===== config.mk =====
export PLATFORM = sky130hd
export DESIGN_NAME = bus_cycle_ctrl_flat
export DESIGN_NICKNAME = d
export VERILOG_FILES = /design/src/rtl/bus_cycle_ctrl_if.sv /design/src/rtl/bus_cycle_ctrl.sv /design/src/flat_wrapper.sv
export SDC_FILE = /design/constraint.sdc
export NUM_CORES = 1
export LEC_CHECK = 0
export ABC_AREA = 1
export CORE_MARGIN = 2
export CORE_UTILIZATION = 45
export DETAILED_ROUTE_END_ITERATION = 12
export HOLD_SLACK_MARGIN = 0.15
export PLACE_DENSITY = 0.66
export SETUP_SLACK_MARGIN = 0.4
export SLEW_MARGIN = 20
export SYNTH_ARGS = -nofsm -noshare
export SYNTH_HDL_FRONTEND = slang
export SYNTH_SLANG_ARGS = --single-unit
export TNS_END_PERCENT = 20

===== constraint.sdc =====
create_clock -name CLK -period 3.2 [get_ports CLK]
set_input_delay 0.64 -clock CLK [delete_from_list [all_inputs] [get_ports CLK]]
set_output_delay 0.64 -clock CLK [all_outputs]
set_load 0.01 [all_outputs]

===== src/rtl/bus_cycle_ctrl_if.sv =====
// bus_cycle_ctrl_if: 68000-side bus signals between the CPU and the bus cycle controller.
//   master (CPU side) : drives AS, RW, FC, ADDR; observes chip selects and acknowledges
//   slave  (controller): observes AS, RW, FC, ADDR; drives CS_ROM/CS_RAM/CS_IO,
//                        DTACK, VPA, BERR (all active low) and BOOT (1 = overlay released)
interface bus_cycle_ctrl_if;
    logic       AS;
    logic       RW;
    logic [2:0] FC;
    logic [3:0] ADDR;
    logic       CS_ROM;
    logic       CS_RAM;
    logic       CS_IO;
    logic       DTACK;
    logic       VPA;
    logic       BERR;
    logic       BOOT;

    modport master (
        output AS, RW, FC, ADDR,
        input  CS_ROM, CS_RAM, CS_IO, DTACK, VPA, BERR, BOOT
    );

    modport slave (
        input  AS, RW, FC, ADDR,
        output CS_ROM, CS_RAM, CS_IO, DTACK, VPA, BERR, BOOT
    );
endinterface


===== src/rtl/bus_cycle_ctrl.sv =====
// bus_cycle_ctrl: sequences each 68000 bus cycle. Decodes FC/A[23:20] into chip
// selects (with a read-only ROM overlay until BOOT_CYCLES cycles complete), inserts
// per-region wait states before DTACK, answers IACK with VPA and times out
// unacknowledged cycles with BERR.
//   CLK : CPU clock, rising edge
//   RST : asynchronous active-high reset
//   bus : slave side of bus_cycle_ctrl_if (AS/RW/FC/ADDR in; CS_*, DTACK, VPA, BERR, BOOT out)
module bus_cycle_ctrl #(
    parameter int unsigned ROM_WAIT    = 2,
    parameter int unsigned RAM_WAIT    = 0,
    parameter int unsigned IO_WAIT     = 4,
    parameter int unsigned TIMEOUT     = 64,
    parameter int unsigned BOOT_CYCLES = 8
) (
    input  logic            CLK,
    input  logic            RST,
    bus_cycle_ctrl_if.slave bus
);

    localparam int unsigned WAIT_W = 4;
    localparam int unsigned TMO_W  = 8;
    localparam int unsigned BOOT_W = 4;
    localparam int unsigned CS_W   = 3;

    // Timeout counter value seen on the edge that must raise BERR (edge N+TIMEOUT).
    localparam logic [TMO_W-1:0]  TMO_LAST  = TMO_W'(TIMEOUT - 1);
    localparam logic [BOOT_W-1:0] BOOT_LAST = BOOT_W'(BOOT_CYCLES - 1);

    // Active-low chip select patterns, ordered {ROM, RAM, IO}.
    localparam logic [CS_W-1:0] CS_NONE = 3'b111;
    localparam logic [CS_W-1:0] CS_ROM  = 3'b011;
    localparam logic [CS_W-1:0] CS_RAM  = 3'b101;
    localparam logic [CS_W-1:0] CS_IO   = 3'b110;

    typedef enum logic [2:0] {
        S_IDLE,
        S_WAIT,
        S_IACK,
        S_UNMAPPED,
        S_ACK
    } state_t;

    state_t              state;
    logic [CS_W-1:0]     cs_q;
    logic                dtack_q;
    logic                vpa_q;
    logic                berr_q;
    logic                boot_q;
    logic [WAIT_W-1:0]   wait_cnt;
    logic [TMO_W-1:0]    tmo_cnt;
    logic [BOOT_W-1:0]   boot_cnt;

    logic [CS_W-1:0]     dec_cs;
    logic [WAIT_W-1:0]   dec_wait;
    state_t              dec_state;

    // Region decode from the current bus inputs; only used on the cycle-start edge.
    always_comb begin
        dec_cs    = CS_NONE;
        dec_wait  = '0;
        dec_state = S_UNMAPPED;
        if (bus.FC == 3'b111) begin
            dec_state = S_IACK;
        end else if (!boot_q && bus.RW) begin
            // Boot overlay: every read goes to ROM until BOOT is set.
            dec_cs    = CS_ROM;
            dec_wait  = WAIT_W'(ROM_WAIT);
            dec_state = S_WAIT;
        end else if (bus.ADDR <= 4'hB) begin
            dec_cs    = CS_RAM;
            dec_wait  = WAIT_W'(RAM_WAIT);
            dec_state = S_WAIT;
        end else if (bus.ADDR == 4'hE) begin
            dec_cs    = CS_ROM;
            dec_wait  = WAIT_W'(ROM_WAIT);
            dec_state = S_WAIT;
        end else if (bus.ADDR == 4'hF) begin
            dec_cs    = CS_IO;
            dec_wait  = WAIT_W'(IO_WAIT);
            dec_state = S_WAIT;
        end
    end

    // Bus cycle FSM with registered outputs.
    always_ff @(posedge CLK or posedge RST) begin
        if (RST) begin
            state    <= S_IDLE;
            cs_q     <= CS_NONE;
            dtack_q  <= 1'b1;
            vpa_q    <= 1'b1;
            berr_q   <= 1'b1;
            boot_q   <= 1'b0;
            wait_cnt <= '0;
            tmo_cnt  <= '0;
            boot_cnt <= '0;
        end else begin
            case (state)
                S_IDLE: begin
                    if (!bus.AS) begin
                        cs_q     <= dec_cs;
                        wait_cnt <= dec_wait;
                        tmo_cnt  <= '0;
                        state    <= dec_state;
                    end
                end
                S_WAIT: begin
                    if (bus.AS) begin
                        // Aborted cycle: release everything, no BOOT credit.
                        cs_q  <= CS_NONE;
                        state <= S_IDLE;
                    end else if (wait_cnt == '0) begin
                        // Wait count wins a same-edge tie with the timeout.
                        dtack_q <= 1'b0;
                        state   <= S_ACK;
                    end else if (tmo_cnt == TMO_LAST) begin
                        berr_q <= 1'b0;
                        state  <= S_ACK;
                    end else begin
                        wait_cnt <= wait_cnt - WAIT_W'(1);
                        tmo_cnt  <= tmo_cnt + TMO_W'(1);
                    end
                end
                S_IACK: begin
                    if (bus.AS) begin
                        state <= S_IDLE;
                    end else begin
                        vpa_q <= 1'b0;
                        state <= S_ACK;
                    end
                end
                S_UNMAPPED: begin
                    if (bus.AS) begin
                        state <= S_IDLE;
                    end else if (tmo_cnt == TMO_LAST) begin
                        berr_q <= 1'b0;
                        state  <= S_ACK;
                    end else begin
                        tmo_cnt <= tmo_cnt + TMO_W'(1);
                    end
                end
                S_ACK: begin
                    if (bus.AS) begin
                        cs_q    <= CS_NONE;
                        dtack_q <= 1'b1;
                        vpa_q   <= 1'b1;
                        berr_q  <= 1'b1;
                        state   <= S_IDLE;
                        // Completed cycle counts toward releasing the overlay; sticky once set.
                        if (!boot_q) begin
                            boot_cnt <= boot_cnt + BOOT_W'(1);
                            if (boot_cnt == BOOT_LAST) begin
                                boot_q <= 1'b1;
                            end
                        end
                    end
                end
                default: begin
                    cs_q    <= CS_NONE;
                    dtack_q <= 1'b1;
                    vpa_q   <= 1'b1;
                    berr_q  <= 1'b1;
                    state   <= S_IDLE;
                end
            endcase
        end
    end

    assign bus.CS_ROM = cs_q[2];
    assign bus.CS_RAM = cs_q[1];
    assign bus.CS_IO  = cs_q[0];
    assign bus.DTACK  = dtack_q;
    assign bus.VPA    = vpa_q;
    assign bus.BERR   = berr_q;
    assign bus.BOOT   = boot_q;

endmodule


===== src/flat_wrapper.sv =====
// flat-port wrapper written by rule: the top's interface ports become plain ports
module bus_cycle_ctrl_flat 
#(
    parameter int unsigned ROM_WAIT    = 2,
    parameter int unsigned RAM_WAIT    = 0,
    parameter int unsigned IO_WAIT     = 4,
    parameter int unsigned TIMEOUT     = 64,
    parameter int unsigned BOOT_CYCLES = 8
)
  (CLK, RST, bus_AS, bus_RW, bus_FC, bus_ADDR, bus_CS_ROM, bus_CS_RAM, bus_CS_IO, bus_DTACK, bus_VPA, bus_BERR, bus_BOOT);
  bus_cycle_ctrl_if bus_i ();
  input  logic CLK;
  input  logic RST;
  input wire logic [$bits(bus_i.AS)-1:0] bus_AS;
  input wire logic [$bits(bus_i.RW)-1:0] bus_RW;
  input wire logic [$bits(bus_i.FC)-1:0] bus_FC;
  input wire logic [$bits(bus_i.ADDR)-1:0] bus_ADDR;
  output wire logic [$bits(bus_i.CS_ROM)-1:0] bus_CS_ROM;
  output wire logic [$bits(bus_i.CS_RAM)-1:0] bus_CS_RAM;
  output wire logic [$bits(bus_i.CS_IO)-1:0] bus_CS_IO;
  output wire logic [$bits(bus_i.DTACK)-1:0] bus_DTACK;
  output wire logic [$bits(bus_i.VPA)-1:0] bus_VPA;
  output wire logic [$bits(bus_i.BERR)-1:0] bus_BERR;
  output wire logic [$bits(bus_i.BOOT)-1:0] bus_BOOT;
  assign bus_i.AS = bus_AS;
  assign bus_i.RW = bus_RW;
  assign bus_i.FC = bus_FC;
  assign bus_i.ADDR = bus_ADDR;
  assign bus_CS_ROM = bus_i.CS_ROM;
  assign bus_CS_RAM = bus_i.CS_RAM;
  assign bus_CS_IO = bus_i.CS_IO;
  assign bus_DTACK = bus_i.DTACK;
  assign bus_VPA = bus_i.VPA;
  assign bus_BERR = bus_i.BERR;
  assign bus_BOOT = bus_i.BOOT;
  bus_cycle_ctrl #(.ROM_WAIT(ROM_WAIT), .RAM_WAIT(RAM_WAIT), .IO_WAIT(IO_WAIT), .TIMEOUT(TIMEOUT), .BOOT_CYCLES(BOOT_CYCLES)) u_core (.CLK(CLK), .RST(RST), .bus(bus_i));
endmodule

==> run summary, run 1 <==
Critical path buffers and inverters -> 1
final period utilization -> 61.8%
worst path cell trace -> clkdlybuf4s50_1
Post-Syn Area -> 1690 µm²
peak supply drop -> 0.000246 V
setup_tns -> 0 ns
Reg clk slew, reported paths -> 0.09 ns
largest family of logic cells by synthesized area -> simple AND/OR/NAND/NOR gates
post-synthesis sequential area ratio -> 39.0%
area grow syn2layout -> 16.9%
Clock Skews -> 0.00146 ns
final non-filler cell total -> 313
fin crit period -> 1.98 ns
Cell variety after synth -> 24
die height -> 65.2 µm
cells on worst reg2reg path -> 8
CP arrival -> 1.34 ns
Synth Area in XOR/XNOR -> 2.60%
# IOs -> 18
Yosys top cell area share -> 29.7%
Initial Utilization -> 46.4%
CTS tree -> done
Critical Path RT -> 2.56 ns
initial antenna violation count -> 0
Die W -> 65.2 µm
total of max-cap violations -> 0
CP Depth -> 1
Worst Setup End Kind -> output pin
mux cell area share after synthesis -> 0%
buffers added on ports -> 17
Simple-Gate Fraction of Synth Area -> 43.5%
clock latency on the worst-skew pair -> 0.27 ns
Yosys Warn Count -> 0
DR WL/cell -> 10.7 µm
CTS resizes -> 0
gp weighted congestion -> 0.884
share of layout cells above drive strength 1 -> 12.5%
Slew headroom -> 40.0%
Hold Path Class -> flop to flop
unrepaired setup endpoints after global routing -> false
total CTS buffers -> 3
WL final -> 3350 µm
die area -> 4250 µm²
Synth Area in Compound Gates -> 5.20%
Synthesized Nets -> 258
Pleak -> 1.01 nW
Diodes inserted -> 0
Clock Tree Buf Depth -> 2
Overflow after GRT -> 0
Max Slew Vio Count -> 0
nets -> 280
largest net degree at the start of global routing -> 25
gr usage total -> 18.1%
Syn Inst Count -> 244
placed cell count -> 309
crit path max-delay cell type -> dfstp_2
Post-Synth Adder-Cell Area -> 2.23%
Seq cells post-synth -> 26
number of global-route vias before repair -> 1405
# fillers -> 398
Detailed Place HPWL -> 2590 µm
final setup fails -> 0
post-route ant nets -> 0
Setup crit start kind -> flop
core area -> 3630 µm²
H-tree depth -> 1
final hold vios -> 0
critical path class -> flop to output pin
commonest non-fill, non-tap cells in the layout -> nand2_1 (92), nor2_1 (27), inv_1 (27)
Post-CTS Setup Repair Bufs -> 0
ranking of synthesized cells by area -> dfrtp_1 (30%), nand2_1 (20%), dfstp_2 (9.4%)
first-pass GRT wire length -> 6090 µm
DR pass1 iterations -> 4
# DRC -> 0
f_max -> 505 MHz
commonest non-fill, non-tap cell in the layout -> nand2_1
worst hold stages -> 2
routed vias/inst -> 4.71
CTS root buffer -> clkbuf_8
initial DRC count -> 52
Crit Path Max Fanout -> 2
Slew @ Worst Pin -> 0.900 ns
hold-fix buffers at CTS -> 0
status -> finished, final reports clean
slowest cell delay on critical path -> 0.55 ns
total power -> 1.49 mW
clk sinks -> 26
Core Rows -> 22
syn avg cell area -> 6.91 µm²
vias -> 1474
Power Density -> 756 nW/µm²
crit-path leading delay family -> flip-flops
post-synth top area cell -> dfrtp_1
## cell usage after synthesis
library cell / n
nand2_1: 92
inv_1: 27
nor2_1: 27
nand3_1: 22
dfrtp_1: 20
a21oi_1: 7
o21ai_0: 7
dfstp_2: 6
nand2_2: 5
nor2_4: 4
ha_1: 3
nand2_4: 3
nand3_2: 3
or2_2: 3
xor2_1: 3
inv_2: 2
o21ai_1: 2
xnor2_1: 2
buf_6: 1
clkbuf_2: 1
nand4_1: 1
nor2_2: 1
nor3_1: 1
o31ai_1: 1
## per-stage QoR
stage | area [µm²] | util, % | setup WS (ns) | hold WS, ns
finish | 1970 | 54.2 | 1.22 | 0.476
global route | 1970 | 54.2 | 1.18 | 0.493
CTS | 1970 | 54.2 | 1.21 | 0.484
detailed placement | 1910 | 52.7 | 1.04 | 0.469
global placement | 1910 | 52.7 | 1.11 | 0.450
floorplan | 1690 | - | 1.72 | 0.449
## cells by family (layout without fill, tap and decap cells)
logic type | after synthesis | after routing
compound gates | 17 | 17
xor+xnor | 5 | 5
simple gates | 162 | 162
flops | 26 | 26
fa+ha+maj | 3 | 3
buf+inv | 31 | 52
## final timing paths
path	startpoint	endpoint	slack (ns)
setup / recovery	u_core.bus.VPA	bus_VPA	1.22
max in group asynchronous	RST	u_core.bus.DTACK	1.66
hold / removal	u_core.bus.BERR	u_core.bus.BERR	0.48
setup reg to reg	u_core.state[2]	u_core.wait_cnt[1]	1.61
hold reg to reg	u_core.bus.BERR	u_core.bus.BERR	0.48
min in group asynchronous	RST	u_core.tmo_cnt[3]	0.86
## area by class of cell
cell class | count | area (µm²) | share of cell area, %
Multi-Input combinational cell | 187 | 902 | 45.8
Sequential cell | 26 | 658 | 33.4
Timing Repair Buffer | 19 | 185 | 9.40
Inverter | 29 | 109 | 5.53
Tap cell | 48 | 60.1 | 3.05
Clock buffer | 4 | 55.1 | 2.80
## routing by layer
layer | wire length (µm) | track usage [%] | vias to the layer above
li1 | - | - | 799
met1 | 1730 | 25.5 | 654
met2 | 1500 | 29.1 | 17
met3 | 88 | 2.57 | 4
met4 | 37 | 4.69 | 0
met5 | 0 | 0 | -
## power breakdown
group          total (mW)  leakage (nW)  switching [mW]  internal [mW]
registers           0.493         0.332          0.0653          0.427
logic               0.785         0.645           0.497          0.288
clock network       0.212        0.0288           0.102          0.110
total                1.49          1.01           0.664          0.825
## flip-flops by register name, summed over array words and instances, names as in the netlist
signal            count
u_core.tmo_cnt        8
u_core.state          3
u_core.boot_cnt       4
u_core.wait_cnt       4
u_core.cs_q           3
u_core.bus.VPA        1
u_core.bus.DTACK      1
u_core.bus.BOOT       1
u_core.bus.BERR       1
(Power assumes the default switching activity.)
==> run 2: changes to the inputs <==
==> constraint.sdc (replaced) <==
create_clock -name CLK -period 1.9 [get_ports CLK]
set_input_delay 0.38 -clock CLK [delete_from_list [all_inputs] [get_ports CLK]]
set_output_delay 0.38 -clock CLK [all_outputs]
set_load 0.01 [all_outputs]
==> run 2 against run 1 <==
- clock-buffer cell count did not move
- clock skew rose by 0.00074 ns
- global-route usage rose by 0.35 points
- die area did not move
- first-iteration DRC count rose by 37%
- sequential power rose by 70%
- wire length rose by 5.7%
- sequential share of layout area fell by 1.4 points
- critical endpoint is now bus_BOOT
- highest routed layer unchanged
==> run summary, run 2 (same netlist as run 1, synthesis figures left out) <==
status -> finished, final reports clean (unchanged)
Critical path buffers and inverters -> 1 (unchanged)
clk sinks -> 26 (unchanged)
placed cell count -> 310 (was 309)
setup_tns -> 0 ns (unchanged)
unrepaired setup endpoints after global routing -> true (was false)
worst path cell trace -> clkdlybuf4s50_1 (unchanged)
initial antenna violation count -> 0 (unchanged)
critical path class -> flop to output pin (unchanged)
fin crit period -> 1.59 ns
final setup margin -> 0.315 ns (was 1.22 ns)
crit-path leading delay family -> buffers and inverters (was flip-flops)
vias -> 1526 (was 1474)
Clock Skews -> 0.00220 ns (was 0.00146 ns)
Slew @ Worst Pin -> 0.339 ns (was 0.900 ns)
DP Worst Slack -> 0.175 ns (was 1.04 ns)
die height -> 65.2 µm (unchanged)
Hold Path Class -> input port to async pin (was flop to flop)
crit path max-delay cell type -> clkdlybuf4s50_1 (was dfstp_2)
post-layout util -> 56.7% (was 54.2%)
dpl cell area -> 1920 µm² (was 1910 µm²)
commonest non-fill, non-tap cells in the layout -> nand2_1 (91), inv_1 (27), nor2_1 (26) (was nand2_1 (92), nor2_1 (27), inv_1 (27))
Max Slew Vio Count -> 0 (unchanged)
Core Rows -> 22 (unchanged)
die area -> 4250 µm² (unchanged)
max reg flops -> 8 (unchanged)
gp weighted congestion -> 0.838 (was 0.884)
H-tree depth -> 1 (unchanged)
Power Density -> 1280 nW/µm² (was 756 nW/µm²)
final period utilization -> 83.4%
Pleak -> 1.05 nW (was 1.01 nW)
Crit Path Max Fanout -> 3 (was 2)
cells on worst reg2reg path -> 7 (was 8)
total CTS buffers -> 3 (unchanged)
slowest cell delay on critical path -> 0.55 ns (about the same)
clock latency on the worst-skew pair -> 0.27 ns (about the same)
Worst Setup End Kind -> output pin (unchanged)
# DRC -> 0 (unchanged)
routed vias/inst -> 4.77 (was 4.71)
final setup fails -> 0 (unchanged)
reg-to-reg slack, setup -> 0.42 ns (was 1.61 ns)
final hold vios -> 0 (unchanged)
Die W -> 65.2 µm (unchanged)
Setup crit start kind -> flop (unchanged)
Biggest register -> u_core.tmo_cnt (unchanged)
total of max-cap violations -> 0 (unchanged)
final hold slack -> 0.458 ns (was 0.476 ns)
CP Depth -> 1 (unchanged)
area grow syn2layout -> 22.3% (was 16.9%)
largest net degree at the start of global routing -> 27 (was 25)
Detailed Place HPWL -> 2630 µm (was 2590 µm)
Slew headroom -> 77.4% (was 40.0%)
buffers added on ports -> 17 (unchanged)
# IOs -> 18 (unchanged)
nets -> 287 (was 280)
Reg clk slew, reported paths -> 0.09 ns (about the same)
Critical Path RT -> 1.52 ns (was 2.56 ns)
FF/Latch Area -> 661 µm² (was 658 µm²)
f_max -> 631 MHz
top flop regs -> u_core.tmo_cnt x8, u_core.boot_cnt x4, u_core.wait_cnt x4 (unchanged)
post-route ant nets -> 0 (unchanged)
share of layout cells above drive strength 1 -> 16.5% (was 12.5%)
DR WL/cell -> 11.1 µm (was 10.7 µm)
final non-filler cell total -> 320 (was 313)
CTS root buffer -> clkbuf_8 (unchanged)
Post-Layout Inst Area -> 2060 µm² (was 1970 µm²)
core area -> 3630 µm² (unchanged)
Clock Tree Buf Depth -> 2 (unchanged)
Overflow after GRT -> 0 (unchanged)
hold-fix buffers at CTS -> 0 (unchanged)
CTS tree -> done (unchanged)
commonest non-fill, non-tap cell in the layout -> nand2_1 (unchanged)
multi-input logic area -> 942 µm² (was 902 µm²)
CP arrival -> 1.21 ns (was 1.34 ns)
WL final -> 3540 µm (was 3350 µm)
first-pass GRT wire length -> 6180 µm (was 6090 µm)
Initial Utilization -> 46.4% (unchanged)
initial DRC count -> 71 (was 52)
total power -> 2.64 mW (was 1.49 mW)
gr usage total -> 18.4% (was 18.1%)
peak supply drop -> 0.000535 V (was 0.000246 V)
Diodes inserted -> 0 (unchanged)
worst reg2reg path endpoint -> u_core.wait_cnt[0] (was u_core.wait_cnt[1])
Worst R2R Start -> u_core.tmo_cnt[0] (was u_core.state[2])
number of global-route vias before repair -> 1395 (was 1405)
# fillers -> 360 (was 398)
DR pass1 iterations -> 4 (unchanged)
-- run 2: cell type report --
type	count	area share, %
multi-input cells	187	45.7
well taps	48	2.91
repair buffers	26	11.9
inverters	29	5.28
flip-flops and latches	26	32.0
clock buffers	4	2.18
-- run 2: routing by layer --
| metal | share of wire [%] | up-vias | global-route usage [%] |
|---|---|---|---|
| met1 | 51 | 694 | 26.6 |
| met3 | 1.7 | 4 | 2.05 |
| met2 | 46 | 17 | 29.1 |
| li1 | - | 811 | - |
| met4 | 1.2 | 0 | 5.47 |
| met5 | 0 | - | 0 |
-- run 2: how the worst max path moves through the flow --
stage / startpoint / end / slack, ns
global placement: bus_AS / u_core.boot_cnt[0] / 0.21
CTS: u_core.bus.BERR / bus_BERR / 0.18
detailed placement: bus_AS / u_core.boot_cnt[0] / 0.17
global route: u_core.tmo_cnt[0] / u_core.wait_cnt[1] / 0.25
finish: u_core.bus.BOOT / bus_BOOT / 0.31
floorplan: u_core.wait_cnt[0] / u_core.tmo_cnt[3] / 0.56
-- run 2: power by group --
group / switching (mW) / internal [mW] / total (mW)
combinational: 0.904 / 0.581 / 1.49
clock: 0.169 / 0.150 / 0.319
sequential: 0.118 / 0.722 / 0.840
total: 1.19 / 1.45 / 2.64
-- run 2: what timing repair did --
item / CTS / global route
setup buffers: 0 / 6
gates cloned: 0 / 0
pin swaps: 0 / 2
endpoints found under the setup margin: 19 / 27
gates resized for setup: 3 / 15
